==> config.mk <==
export PLATFORM = sky130hd
export DESIGN_NAME = sseg_scan_ctrl
export DESIGN_NICKNAME = d
export VERILOG_FILES = /design/src/rtl/sseg_scan_ctrl_pkg.sv /design/src/rtl/sseg_decoder.sv /design/src/rtl/sseg_scan_ctrl.sv
export SDC_FILE = /design/constraint.sdc
export NUM_CORES = 1
export LEC_CHECK = 0
export CAP_MARGIN = 40
export CORE_MARGIN = 5
export CORE_UTILIZATION = 50
export CTS_CLUSTER_DIAMETER = 50
export DETAILED_ROUTE_END_ITERATION = 10
export PLACE_DENSITY_LB_ADDON = 0.3
export SYNTH_ARGS = -nofsm -noshare
export SYNTH_HDL_FRONTEND = slang
export SYNTH_HIERARCHICAL = 1
export SYNTH_SLANG_ARGS = --single-unit
export TNS_END_PERCENT = 5
==> constraint.sdc <==
create_clock -name clk -period 7.1 [get_ports clk]
set_clock_uncertainty 0.2 [all_clocks]
set_input_delay 1.42 -clock clk [delete_from_list [all_inputs] [get_ports clk]]
set_output_delay 1.42 -clock clk [all_outputs]
set_load 0.01 [all_outputs]
==> src/rtl/sseg_scan_ctrl_pkg.sv <==
// Shared register map, CTRL/STATUS bit positions and FSM encoding for the
// four-digit seven-segment scan controller.
package sseg_scan_ctrl_pkg;

    localparam logic [1:0] ADDR_DATA   = 2'd0;
    localparam logic [1:0] ADDR_CTRL   = 2'd1;
    localparam logic [1:0] ADDR_STATUS = 2'd2;

    localparam int CTRL_EN       = 0;
    localparam int CTRL_RAW      = 1;
    localparam int CTRL_MASK_LSB = 4;
    localparam logic [7:0] CTRL_WMASK = 8'hF3;

    localparam int STAT_SCAN      = 2;
    localparam int STAT_FRAME_LSB = 16;

    localparam int DATA_DP_LSB = 16;

    typedef enum logic [1:0] {
        ST_IDLE  = 2'd0,
        ST_BLANK = 2'd1,
        ST_ON    = 2'd2
    } state_t;

endpackage

==> src/rtl/sseg_decoder.sv <==
// Hex nibble to active-high seven-segment pattern, bit order gfedcba.
module sseg_decoder (
    input  logic [3:0] i_hex,
    output logic [6:0] o_seg
);

    always_comb begin
        o_seg = 7'h00;
        case (i_hex)
            4'h0: o_seg = 7'h3F;
            4'h1: o_seg = 7'h06;
            4'h2: o_seg = 7'h5B;
            4'h3: o_seg = 7'h4F;
            4'h4: o_seg = 7'h66;
            4'h5: o_seg = 7'h6D;
            4'h6: o_seg = 7'h7D;
            4'h7: o_seg = 7'h07;
            4'h8: o_seg = 7'h7F;
            4'h9: o_seg = 7'h6F;
            4'hA: o_seg = 7'h77;
            4'hB: o_seg = 7'h7C;
            4'hC: o_seg = 7'h39;
            4'hD: o_seg = 7'h5E;
            4'hE: o_seg = 7'h79;
            4'hF: o_seg = 7'h71;
            default: o_seg = 7'h00;
        endcase
    end

endmodule

==> src/rtl/sseg_scan_ctrl.sv <==
// Four-digit multiplexed seven-segment controller with a native-bus register
// interface, per-slot blanking and frame-atomic data updates.
module sseg_scan_ctrl
    import sseg_scan_ctrl_pkg::*;
#(
    parameter int SCAN_DIV  = 100000,
    parameter int BLANK_CYC = 1000
) (
    input  logic        clk,
    input  logic        rst_n,
    input  logic        valid,
    input  logic [1:0]  address,
    input  logic [31:0] wdata,
    input  logic [3:0]  wstrb,
    output logic [31:0] rdata,
    output logic        ready,
    output logic [7:0]  CA,
    output logic [3:0]  AN
);

    localparam int CW = $clog2(SCAN_DIV);
    localparam logic [CW-1:0] CNT_BLANK_END = CW'(BLANK_CYC - 1);
    localparam logic [CW-1:0] CNT_SLOT_END  = CW'(SCAN_DIV - 1);

    logic          r_ready;
    logic [31:0]   r_rdata;
    logic [31:0]   r_shadow;
    logic [31:0]   r_active;
    logic [7:0]    r_ctrl;

    state_t        r_state, w_nxt_state;
    logic [CW-1:0] r_cnt, w_nxt_cnt;
    logic [1:0]    r_digit, w_nxt_digit;
    logic [15:0]   r_frame, w_nxt_frame;
    logic          w_load;
    logic [7:0]    r_ca;
    logic [3:0]    r_an;

    logic          w_acc, w_wr;
    logic [31:0]   w_status, w_rd;

    assign w_acc = valid & ~r_ready;
    assign w_wr  = w_acc & (wstrb != 4'h0);

    always_comb begin
        w_status = '0;
        w_status[1:0] = r_digit;
        w_status[STAT_SCAN] = (r_state != ST_IDLE);
        w_status[STAT_FRAME_LSB +: 16] = r_frame;
        w_rd = '0;
        case (address)
            ADDR_DATA:   w_rd = r_shadow;
            ADDR_CTRL:   w_rd = {24'h0, r_ctrl};
            ADDR_STATUS: w_rd = w_status;
            default:     w_rd = '0;
        endcase
    end

    always_ff @(posedge clk or negedge rst_n) begin
        if (!rst_n) begin
            r_ready  <= 1'b0;
            r_rdata  <= '0;
            r_shadow <= '0;
            r_active <= '0;
            r_ctrl   <= '0;
        end else begin
            r_ready <= w_acc;
            r_rdata <= w_acc ? w_rd : '0;
            if (w_wr && address == ADDR_DATA) begin
                for (int b = 0; b < 4; b++)
                    if (wstrb[b]) r_shadow[8*b +: 8] <= wdata[8*b +: 8];
            end
            if (w_wr && address == ADDR_CTRL && wstrb[0])
                r_ctrl <= wdata[7:0] & CTRL_WMASK;
            // Active copy only at a digit-0 slot start keeps every frame coherent.
            if (w_load) r_active <= r_shadow;
        end
    end

    assign ready = r_ready;
    assign rdata = r_rdata;

    // One counter spans the whole slot: blank for the first BLANK_CYC counts, then on.
    always_comb begin
        w_nxt_state = r_state;
        w_nxt_cnt   = r_cnt + 1'b1;
        w_nxt_digit = r_digit;
        w_nxt_frame = r_frame;
        w_load      = 1'b0;
        if (!r_ctrl[CTRL_EN]) begin
            w_nxt_state = ST_IDLE;
            w_nxt_cnt   = '0;
            w_nxt_digit = '0;
        end else begin
            case (r_state)
                ST_IDLE: begin
                    w_nxt_state = ST_BLANK;
                    w_nxt_cnt   = '0;
                    w_nxt_digit = '0;
                    w_load      = 1'b1;
                end
                ST_BLANK: begin
                    if (r_cnt == CNT_BLANK_END) w_nxt_state = ST_ON;
                end
                ST_ON: begin
                    if (r_cnt == CNT_SLOT_END) begin
                        w_nxt_state = ST_BLANK;
                        w_nxt_cnt   = '0;
                        w_nxt_digit = r_digit + 2'd1;
                        if (r_digit == 2'd3) begin
                            w_nxt_frame = r_frame + 16'd1;
                            w_load      = 1'b1;
                        end
                    end
                end
                default: begin
                    w_nxt_state = ST_IDLE;
                    w_nxt_cnt   = '0;
                    w_nxt_digit = '0;
                end
            endcase
        end
    end

    logic [3:0] w_nib, w_dp, w_mask;
    logic [6:0] w_seg;
    logic [7:0] w_pat;
    logic       w_on;

    assign w_nib  = r_active[{1'b0, w_nxt_digit, 2'b00} +: 4];
    assign w_dp   = r_active[DATA_DP_LSB +: 4];
    assign w_mask = r_ctrl[CTRL_MASK_LSB +: 4];

    sseg_decoder u_dec (
        .i_hex (w_nib),
        .o_seg (w_seg)
    );

    // Outputs are registered from next-state so they line up with the FSM.
    assign w_pat = r_ctrl[CTRL_RAW] ? r_active[{w_nxt_digit, 3'b000} +: 8]
                                    : {w_dp[w_nxt_digit], w_seg};
    assign w_on  = (w_nxt_state == ST_ON) && w_mask[w_nxt_digit];

    always_ff @(posedge clk or negedge rst_n) begin
        if (!rst_n) begin
            r_state <= ST_IDLE;
            r_cnt   <= '0;
            r_digit <= '0;
            r_frame <= '0;
            r_ca    <= 8'hFF;
            r_an    <= 4'hF;
        end else begin
            r_state <= w_nxt_state;
            r_cnt   <= w_nxt_cnt;
            r_digit <= w_nxt_digit;
            r_frame <= w_nxt_frame;
            r_ca    <= w_on ? ~w_pat : 8'hFF;
            r_an    <= w_on ? ~(4'b0001 << w_nxt_digit) : 4'hF;
        end
    end

    assign CA = r_ca;
    assign AN = r_an;

endmodule

# Yosys cells after proc, flatten, opt, wreduce, memory -nomap -nowiden
# Memory sizes are Yosys's and may differ from the RTL's.
# Index checks and enable logic that the tools add are counted.
# totals
ff_bits	152
romBits	112
inputBits	41
output_inout_bits	45
word_cells	71
mem_count	1
# op_classes
addsub	3
n_lt_le_gt_ge	1
eq_ne	8
n_shift	3
mux	23
bitwise_logic	5
n_reduce_logical	13
# mem_list
name	words	width	rd	rd_ports_with_merged_regs	write_ports	line	text
(name not given)	16	7	1	0	0	sseg_decoder.sv:9	case (i_hex)
# ops
cell	n
32-bit case mux with 3 select lines	1
17-bit 2-to-1 mux	2
17-bit case mux with 2 select lines	1
32-bit 2-to-1 mux	1
32-bit by 5-bit variable part select with 4-bit output	1
32-bit by 6-bit variable part select with 8-bit output	1
17-bit by 1-bit adder with 17-bit output, second input constant	1
17-bit by 10-bit == test with 1-bit output, second input constant	1
17-bit == test, second input constant	1
16-bit by 1-bit adder with 16-bit output, second input constant	1
8-bit 2-to-1 mux	2
2-bit 2-to-1 mux	5
2-bit == test, second input constant	4
8-bit inverter	1
2-bit AND reduction	4
2-bit case mux with 3 select lines	1
1-bit 2-to-1 mux	5
1-bit binary-select mux with 2-bit select	2
2-bit by 1-bit == test with 1-bit output, second input constant	2
1-bit logical AND	4
2-bit logical NOT	2
4-bit 2-to-1 mux	1
4-bit inverter	1
2-bit case mux with 2 select lines	1
9 further kinds	10

# Logic depth before layout (Yosys ltp)
# Gate-level depths: netlist of run 1.
# logic_depth
word_depth	9
ltp_mapped	19
depth_no_buf	16

# Cells and area by module
# The synthesis of run 1 kept the hierarchy.
# modules_own_cells
module	instances	cells_per_inst	area_per_inst_um2	seq_area_each_um2
sseg_scan_ctrl	1	542	6625.1	3818.7
sseg_decoder	1	33	287.8	0.0

# Worst setup path before layout of run 1
# No wires, ideal clock.
# synth_timing
kind	reg2reg
start	register r_cnt[12]
end	register r_ca[3], in the netlist CA[3]
setup_time_ns	0.063
arrival_ns	3.918
t_required_ns	6.837
path_slack_ns	2.919
path_stages_with_launch	17
n_path_buf	3
synth_period_minus_slack_ns	4.181
cell_sequence	dfrtp_1 > or4_4 > or4_4 > buf_6 > o211a_1 > buf_2 > clkinv_2 > buf_2 > nand2_1 > and3_1 > a31oi_1 > inv_1 > ha_1 > mux4_1 > nor2_1 > a41oi_1 > nand3_2
# synth_via
elab_chain_len	9
word_cells_on_any_way	19
cone_classes	eq/ne: 3; shift: 2; mux: 11; bitwise: 1; reduce/logical: 1; memory: 1
# synth_lines
item	line	text
start, declared	sseg_scan_ctrl.sv:32	logic [CW-1:0] r_cnt, w_nxt_cnt;
start signal, assigned	sseg_scan_ctrl.sv:154	r_cnt <= w_nxt_cnt;
17-bit == test	sseg_scan_ctrl.sv:106	if (r_cnt == CNT_SLOT_END) begin
2-bit 2-to-1 mux	sseg_scan_ctrl.sv:106	
2-bit case mux with 2 select lines	sseg_scan_ctrl.sv:95	case (r_state)
2-bit 2-to-1 mux	sseg_scan_ctrl.sv:90	if (!r_ctrl[CTRL_EN]) begin
32-bit by 5-bit variable part select with 4-bit output	sseg_scan_ctrl.sv:130	assign w_nib = r_active[{1'b0, w_nxt_digit, 2'b00} +: 4];
via w_nib[1]	sseg_scan_ctrl.sv:125	logic [3:0] w_nib, w_dp, w_mask;
memory 16 x 7 bit	-	
via w_seg[3]	sseg_scan_ctrl.sv:126	logic [6:0] w_seg;
8-bit 2-to-1 mux	sseg_scan_ctrl.sv:140	assign w_pat = r_ctrl[CTRL_RAW] ? r_active[{w_nxt_digit, 3'b000} +: 8]
8-bit inverter	sseg_scan_ctrl.sv:157	r_ca <= w_on ? ~w_pat : 8'hFF;
8-bit 2-to-1 mux	sseg_scan_ctrl.sv:157	
end signal, assigned	sseg_scan_ctrl.sv:157	
end, declared	sseg_scan_ctrl.sv:36	logic [7:0] r_ca;
# The timed path passes the listed nets, and every way through them passes these cells. The select of a mux whose other input is x is not followed.
# A chain may end at the register's enable or synchronous reset.

# Worst setup path after layout of run 1
# Same ends and word-level chain as after synthesis.

==> flow_summary.json, run 1 <==
{
  "ys_types": 56,
  "type_of_origin_of_the_critical_path": "flop",
  "totalWireLength_um": 15100,
  "count_of_tritonroute_iterations_in_the_first_routing_pass": 5,
  "final_antenna_net_count": 0,
  "finish.net_count": 717,
  "clockBufferDepth": 2,
  "leading_cell_type_in_the_layout_fill_and_taps_excluded": "sky130_fd_sc_hd__dfrtp_1",
  "grt_antenna_before_repair": 0,
  "cts_tree": "done",
  "outcome": "completed",
  "timing_max_transition_violations_final": 0,
  "io_buffer_count": 85,
  "area_growth_syn_to_layout_pct": 23.5,
  "cp_data_required_time_ps": 7260,
  "clockRootBuffer": "sky130_fd_sc_hd__clkbuf_16",
  "combinational_power_share": 0.208,
  "pwr-share-seq": 0.448,
  "ys_seq_area_frac": 0.552,
  "final-hold-violation-count": 0,
  "tightest_slew_ps": 864,
  "ys_dominant_reg_cell": "sky130_fd_sc_hd__dfrtp_1",
  "wl_per_cell_um": 17.7,
  "leakagePower_uw": 0.00370,
  "clockPowerShare": 0.344,
  "syn-instance-count": 575,
  "floorplan.core_area_sq_um": 13700,
  "cell_pwr_density_nw_per_um2": 304,
  "drt_iter0_drc": 271,
  "post_synthesis_instance_area_sq_um": 6910,
  "fin_setup_tns_ps": 0,
  "layout.cells.most_common_list": "sky130_fd_sc_hd__dfrtp_1, sky130_fd_sc_hd__clkdlybuf4s50_1, sky130_fd_sc_hd__mux2_2",
  "postSynthNetCount": 630,
  "die_area_sq_um": 16300,
  "grt_start_max_net_pins": 80,
  "final-setup-viol-count": 0,
  "die_height_um": 128,
  "max-cap-violations": 0,
  "first_pass_grt_wire_length_um": 25000,
  "grt_usage": 0.196,
  "timing.critical_path.fanout_max": 28,
  "count_of_flip_flops_with_a_built_in_enable_after_synthesis": 0,
  "yosys_warnings": 6,
  "crit_path_end_kind": "flop",
  "p_total_uw": 2600,
  "power.switching_fraction": 0.274,
  "mean_syn_cell_area_sq_um": 12.0,
  "htree_num_levels": 4,
  "hpwl_um": 10900,
  "switching_power_uw": 712,
  "rsz0062_at_grt": "false",
  "cts-buffers-inserted": 17,
  "ir_worst_vdd_v": 0.000176,
  "cell_internal_pwr_uw": 1880,
  "rows": 43,
  "route.detailed.drc": 0,
  "clock_edge_transition_at_the_registers_on_the_reported_setup_and_hold_paths_ps": 60,
  "pin_count": 86,
  "cts_repair_resize_count": 0,
  "cts_setup_buffers": 0,
  "hold_class": "flop to flop",
  "total_congestion_overflow": 0,
  "die_w_um": 128,
  "post-route-period-util": 0.660,
  "post_drt_via_cell_ratio": 5.47,
  "criticalPathCategory": "flop to flop",
  "antenna_cells_inserted": 0,
  "cts.hold.buffers_added": 0,
  "critical_path_arrival_ps": 4840,
  "synthArstFlopShare": 1.00,
  "timing.max_slew.rel_slack": 0.424,
  "clkSinkCount": 152,
  "drive_above_1_share": 0.208,
  "route.vias.total": 4669,
  "synth_seq_cells": 152,
  "globalplace.congestion": 0.850,
  "finalCriticalPeriod_ps": 4690,
  "clkLatencyLatePin_ps": 420,
  "number_of_global_route_vias_before_repair": 4951,
  "max_clock_freq_ghz": 0.213,
  "start_util": 0.504
}
Yosys cell counts (3+ instances only):
| cell | number | area [sq um] |
|---|---|---|
| sky130_fd_sc_hd__nand4_1 | 14 | 87.6 |
| sky130_fd_sc_hd__nand3_2 | 5 | 50.1 |
| sky130_fd_sc_hd__nor3_1 | 8 | 40.0 |
| sky130_fd_sc_hd__buf_2 | 8 | 40.0 |
| sky130_fd_sc_hd__and2_1 | 11 | 68.8 |
| sky130_fd_sc_hd__o21ai_2 | 3 | 26.3 |
| sky130_fd_sc_hd__nand3_1 | 13 | 65.1 |
| sky130_fd_sc_hd__o21ai_0 | 4 | 20.0 |
| sky130_fd_sc_hd__a21oi_1 | 8 | 40.0 |
| sky130_fd_sc_hd__o22ai_1 | 5 | 31.3 |
| sky130_fd_sc_hd__nand2b_1 | 4 | 25.0 |
| sky130_fd_sc_hd__ha_1 | 14 | 175 |
| sky130_fd_sc_hd__dfstp_2 | 12 | 315 |
| sky130_fd_sc_hd__buf_1 | 4 | 15.0 |
| sky130_fd_sc_hd__clkbuf_1 | 10 | 37.5 |
| sky130_fd_sc_hd__xor2_1 | 14 | 123 |
| sky130_fd_sc_hd__or3_1 | 5 | 31.3 |
| sky130_fd_sc_hd__xnor2_1 | 14 | 123 |
| sky130_fd_sc_hd__a31oi_1 | 4 | 25.0 |
| sky130_fd_sc_hd__nand2_1 | 52 | 195 |
| sky130_fd_sc_hd__and3_1 | 7 | 43.8 |
| sky130_fd_sc_hd__nor2b_1 | 6 | 37.5 |
| sky130_fd_sc_hd__mux2_2 | 74 | 833 |
| sky130_fd_sc_hd__dfrtp_1 | 140 | 3500 |
| sky130_fd_sc_hd__buf_6 | 3 | 33.8 |
| sky130_fd_sc_hd__a41oi_1 | 3 | 26.3 |
| sky130_fd_sc_hd__nor2_1 | 52 | 195 |
| sky130_fd_sc_hd__inv_1 | 14 | 52.6 |
| sky130_fd_sc_hd__mux2i_1 | 32 | 320 |
power groups by stage:
stage          Clock [uW]  Sequential [uW]  Combinational, uW
2_1_floorplan           0             1110                412
3_3_place_gp            0             1170                507
3_5_place_dp            0             1180                538
4_1_cts               913             1160                541
5_1_grt               950             1180                593
6_report              894             1160                539
metal layers:
layer | up-vias | wire, um | part of all wire | global-route usage
li1 | 2170 | - | - | -
met1 | 2323 | 6320 | 0.42 | 0.252
met2 | 147 | 7460 | 0.49 | 0.316
met3 | 29 | 1030 | 0.068 | 0.0564
met4 | 0 | 312 | 0.021 | 0.0774
met5 | - | 0 | 0 | 0
worst max-delay path, cell delays in order (launching register included):
cell and delay [ps]:
sky130_fd_sc_hd__dfrtp_1 430, sky130_fd_sc_hd__or4_4 540, sky130_fd_sc_hd__or4_4 560, sky130_fd_sc_hd__o211a_1 460, sky130_fd_sc_hd__clkinv_2 410, sky130_fd_sc_hd__nand2_1 110, sky130_fd_sc_hd__and3_1 200, sky130_fd_sc_hd__a31oi_1 390
sky130_fd_sc_hd__inv_1 180, sky130_fd_sc_hd__ha_1 340, sky130_fd_sc_hd__mux4_1 490, sky130_fd_sc_hd__nor2_1 100, sky130_fd_sc_hd__a41oi_1 60, sky130_fd_sc_hd__nand3_2 120
through the flow:
stage          hold slack [ps]  instances  setup WS (ps)  utilization  area (sq um)
3_3_place_gp               246        819           2420        0.575          7890
4_1_cts                    267        853           2480        0.622          8530
6_report                   266        853           2410        0.622          8530
3_5_place_dp               259        823           2510        0.579          7950
2_1_floorplan              233        575           2920            -          6910
5_1_grt                    290        853           2130        0.622          8530
registers in the layout (all words and copies together) (netlist names):
signal,cells
r_active,32
r_shadow,32
rdata,32
r_cnt,17
r_frame,16
CA,8
r_ctrl,6
AN,4
r_digit,2
r_state,2
ready,1
cell type report:
cell class / instances / area (sq um)
clock buffers: 22 / 464
clock inverters: 8 / 123
fillers: 1070 / 5180
inverters: 15 / 57.6
multi-input cells: 383 / 2910
flip-flops and latches: 152 / 3820
well taps: 180 / 225
repair buffers: 93 / 936
path summary, 6_finish.rpt:
check | startpoint | end | slack, ps | depth (start not counted)
worst min-delay path | r_cnt[0] | r_cnt[0] | 270 | 1
worst max register to register | r_cnt[12] | CA[3] | 2410 | 13
max in group asynchronous | rst_n | r_frame[1] | 4820 | 3
min in group asynchronous | rst_n | r_cnt[15] | 830 | 1
worst max-delay path | r_cnt[12] | CA[3] | 2410 | 13
worst min register to register | r_cnt[0] | r_cnt[0] | 270 | 1
cells by family after synthesis:
logic type      after synthesis  synth area share
fa+ha+maj                    14            0.0253
xor+xnor                     28            0.0355
compound gates               44            0.0507
simple gates                190             0.139
buf+inv                      40            0.0266
flops                       152             0.552
mux                         107             0.171
(Power assumes the default switching activity.)
==> run 2, diff against run 1 <==
==> constraint.sdc (replaced) <==
create_clock -name clk -period 4.15 [get_ports clk]
set_clock_uncertainty 0.2 [all_clocks]
set_input_delay 0.83 -clock clk [delete_from_list [all_inputs] [get_ports clk]]
set_output_delay 0.83 -clock clk [all_outputs]
set_load 0.01 [all_outputs]
==> run 2 against run 1 <==
Against the previous run:
- global-route usage is 0.32 points higher
- total power is 71% higher
- wire length is 0.40% lower
- die area stayed put
- clock power is 68% higher
- via count is 0.62% higher
- critical path type unchanged
- largest cell class unchanged
- highest routed layer unchanged
==> flow_summary.json, run 2 (same netlist as run 1, synthesis figures left out) <==
{
  "finish.net_count": 722,
  "post-route-period-util": 0.955,
  "combinational_power_share": 0.213,
  "die_height_um": 128,
  "fin_setup_tns_ps": 0,
  "cts.hold.buffers_added": 0,
  "grt_antenna_before_repair": 0,
  "final-hold-violation-count": 0,
  "cp_slowest_cell": "sky130_fd_sc_hd__or4_4",
  "die_area_sq_um": 16300,
  "criticalPathCategory": "flop to flop",
  "rsz0062_at_grt": "false",
  "critical_path_arrival_ps": 4120,
  "antenna_cells_inserted": 0,
  "critical_path.n_buffers_inverters": 3,
  "route.detailed.drc": 0,
  "worst_r2r_startpoint": "r_cnt[12]",
  "ir_worst_vdd_v": 0.000295,
  "floorplan.core_area_sq_um": 13700,
  "cp_data_required_time_ps": 4310,
  "outcome": "completed",
  "clock_edge_transition_at_the_registers_on_the_reported_setup_and_hold_paths_ps": 60,
  "layout.cells.most_common_list": "sky130_fd_sc_hd__dfrtp_1, sky130_fd_sc_hd__clkdlybuf4s50_1, sky130_fd_sc_hd__mux2_2",
  "io_buffer_count": 85,
  "wl_per_cell_um": 17.5,
  "drive_above_1_share": 0.225,
  "timing.critical_path.fanout_max": 16,
  "first_pass_grt_wire_length_um": 25600,
  "r2r_cells": 14,
  "max_clock_freq_ghz": 0.252,
  "crit_path_end_kind": "flop",
  "regToRegSetupSlack_ps": 190,
  "grt_start_max_net_pins": 62,
  "die_w_um": 128,
  "count_of_tritonroute_iterations_in_the_first_routing_pass": 4,
  "leakagePower_uw": 0.00373,
  "cts_tree": "done",
  "cp_cell_sequence": "or4_4, or4_4, or3_1, a31o_4, inv_2, and3_1, a31oi_4, inv_2, ha_2, inv_1, mux4_1, nor2_1, a41oi_1, nand3_2",
  "timing_max_transition_violations_final": 0,
  "pwr-share-seq": 0.448,
  "finish.utilization": 0.626,
  "timing.max_slew.rel_slack": 0.588,
  "totalWireLength_um": 15100,
  "area_growth_syn_to_layout_pct": 24.2,
  "critical-path-max-stage-delay_ps": 540,
  "clkLatencyLatePin_ps": 420,
  "pin_count": 86,
  "type_of_origin_of_the_critical_path": "flop",
  "total_congestion_overflow": 0,
  "cts-buffers-inserted": 17,
  "route.vias.total": 4698,
  "detailed_place.area_sq_um": 7980,
  "final-setup-viol-count": 0,
  "grt_usage": 0.199,
  "clockRootBuffer": "sky130_fd_sc_hd__clkbuf_16",
  "tightest_slew_ps": 617,
  "finalCriticalPeriod_ps": 3960,
  "start_util": 0.504,
  "hold_class": "input pin to asynchronous set/reset pin",
  "clkSinkCount": 152,
  "power.switching_fraction": 0.279,
  "switching_power_uw": 1240,
  "cell_pwr_density_nw_per_um2": 516,
  "n_fill_cell": 1085,
  "hpwl_um": 10700,
  "final_cell_area_sq_um": 8590,
  "max-cap-violations": 0,
  "setup.worst_path.end": "CA[3]",
  "htree_num_levels": 4,
  "cp_num_cells": 14,
  "cell_internal_pwr_uw": 3200,
  "rows": 43,
  "clockPowerShare": 0.339,
  "final_antenna_net_count": 0,
  "setup.worst_path.start": "r_cnt[12]",
  "drt_iter0_drc": 315,
  "number_of_global_route_vias_before_repair": 4959,
  "timing.critical_path.max_delay_family": "simple AND/OR/NAND/NOR gates",
  "globalplace.congestion": 0.960,
  "clockBufferDepth": 2,
  "leading_cell_type_in_the_layout_fill_and_taps_excluded": "sky130_fd_sc_hd__dfrtp_1",
  "worstReg2RegEnd": "CA[3]",
  "post_drt_via_cell_ratio": 5.46
}
[run 2: cell type report]
| cell class | count | area, sq um | share of cell area |
|---|---|---|---|
| clock inverter | 8 | 96.3 | 0.0112 |
| inverter | 15 | 58.8 | 0.00685 |
| multi-input combinational | 383 | 2950 | 0.343 |
| tap | 180 | 225 | 0.0262 |
| timing repair buffer | 98 | 962 | 0.112 |
| clock buffer | 24 | 482 | 0.0561 |
| sequential | 152 | 3820 | 0.445 |
[run 2: timing repair]
item | in CTS | in global routing
setup buffers | 0 | 0
setup endpoints to repair | 0 | 3
gates resized for setup | 0 | 8
[run 2: how the worst min path moves through the flow]
stage / cells after the start / startpoint / end / slack (ps)
3_3_place_gp: 1 / r_cnt[0] / r_cnt[0] / 250
4_1_cts: 1 / rst_n / r_cnt[16] / 170
6_report: 1 / rst_n / r_cnt[7] / 160
2_1_floorplan: 1 / r_cnt[0] / r_cnt[0] / 230
3_5_place_dp: 1 / r_cnt[0] / r_cnt[0] / 250
5_1_grt: 1 / rst_n / r_cnt[9] / 190
[run 2: power by group through the flow]
stage	combinational [uW]	clock [uW]	sequential, uW
finish	946	1500	1990
global route	1060	1610	2010
CTS	930	1530	1980
detailed placement	924	0	2010
global placement	892	0	2000
floorplan	710	0	1900
[run 2: through the flow]
step                      total power, uW  setup slack, ps  hold slack [ps]  std cells
after floorplan                      2610             51.4              233        575
after global placement               2890              176              246        826
after detailed placement             2930             18.2              255        827
after CTS                            4440             5.32              168        859
after global routing                 4680             64.1              185        860
final                                4430              188              161        860
[run 2: per-layer routing]
metal | global-route usage | vias up | routed length (um)
met5 | 0 | - | 0
met4 | 0.0774 | 0 | 342
met3 | 0.0552 | 28 | 912
met2 | 0.307 | 134 | 7060
met1 | 0.270 | 2336 | 6740
li1 | - | 2200 | -
[run 2: worst register-to-register path, stage by stage (launching register included)]
cell                      delay [ps]
sky130_fd_sc_hd__dfrtp_1         430
sky130_fd_sc_hd__or4_4           540
sky130_fd_sc_hd__or4_4           500
sky130_fd_sc_hd__or3_1           360
sky130_fd_sc_hd__a31o_4          320
sky130_fd_sc_hd__inv_2           120
sky130_fd_sc_hd__and3_1          200
sky130_fd_sc_hd__a31oi_4          60
sky130_fd_sc_hd__inv_2           110
sky130_fd_sc_hd__ha_2            220
sky130_fd_sc_hd__inv_1            50
sky130_fd_sc_hd__mux4_1          490
sky130_fd_sc_hd__nor2_1          100
sky130_fd_sc_hd__a41oi_1          60
sky130_fd_sc_hd__nand3_2         130
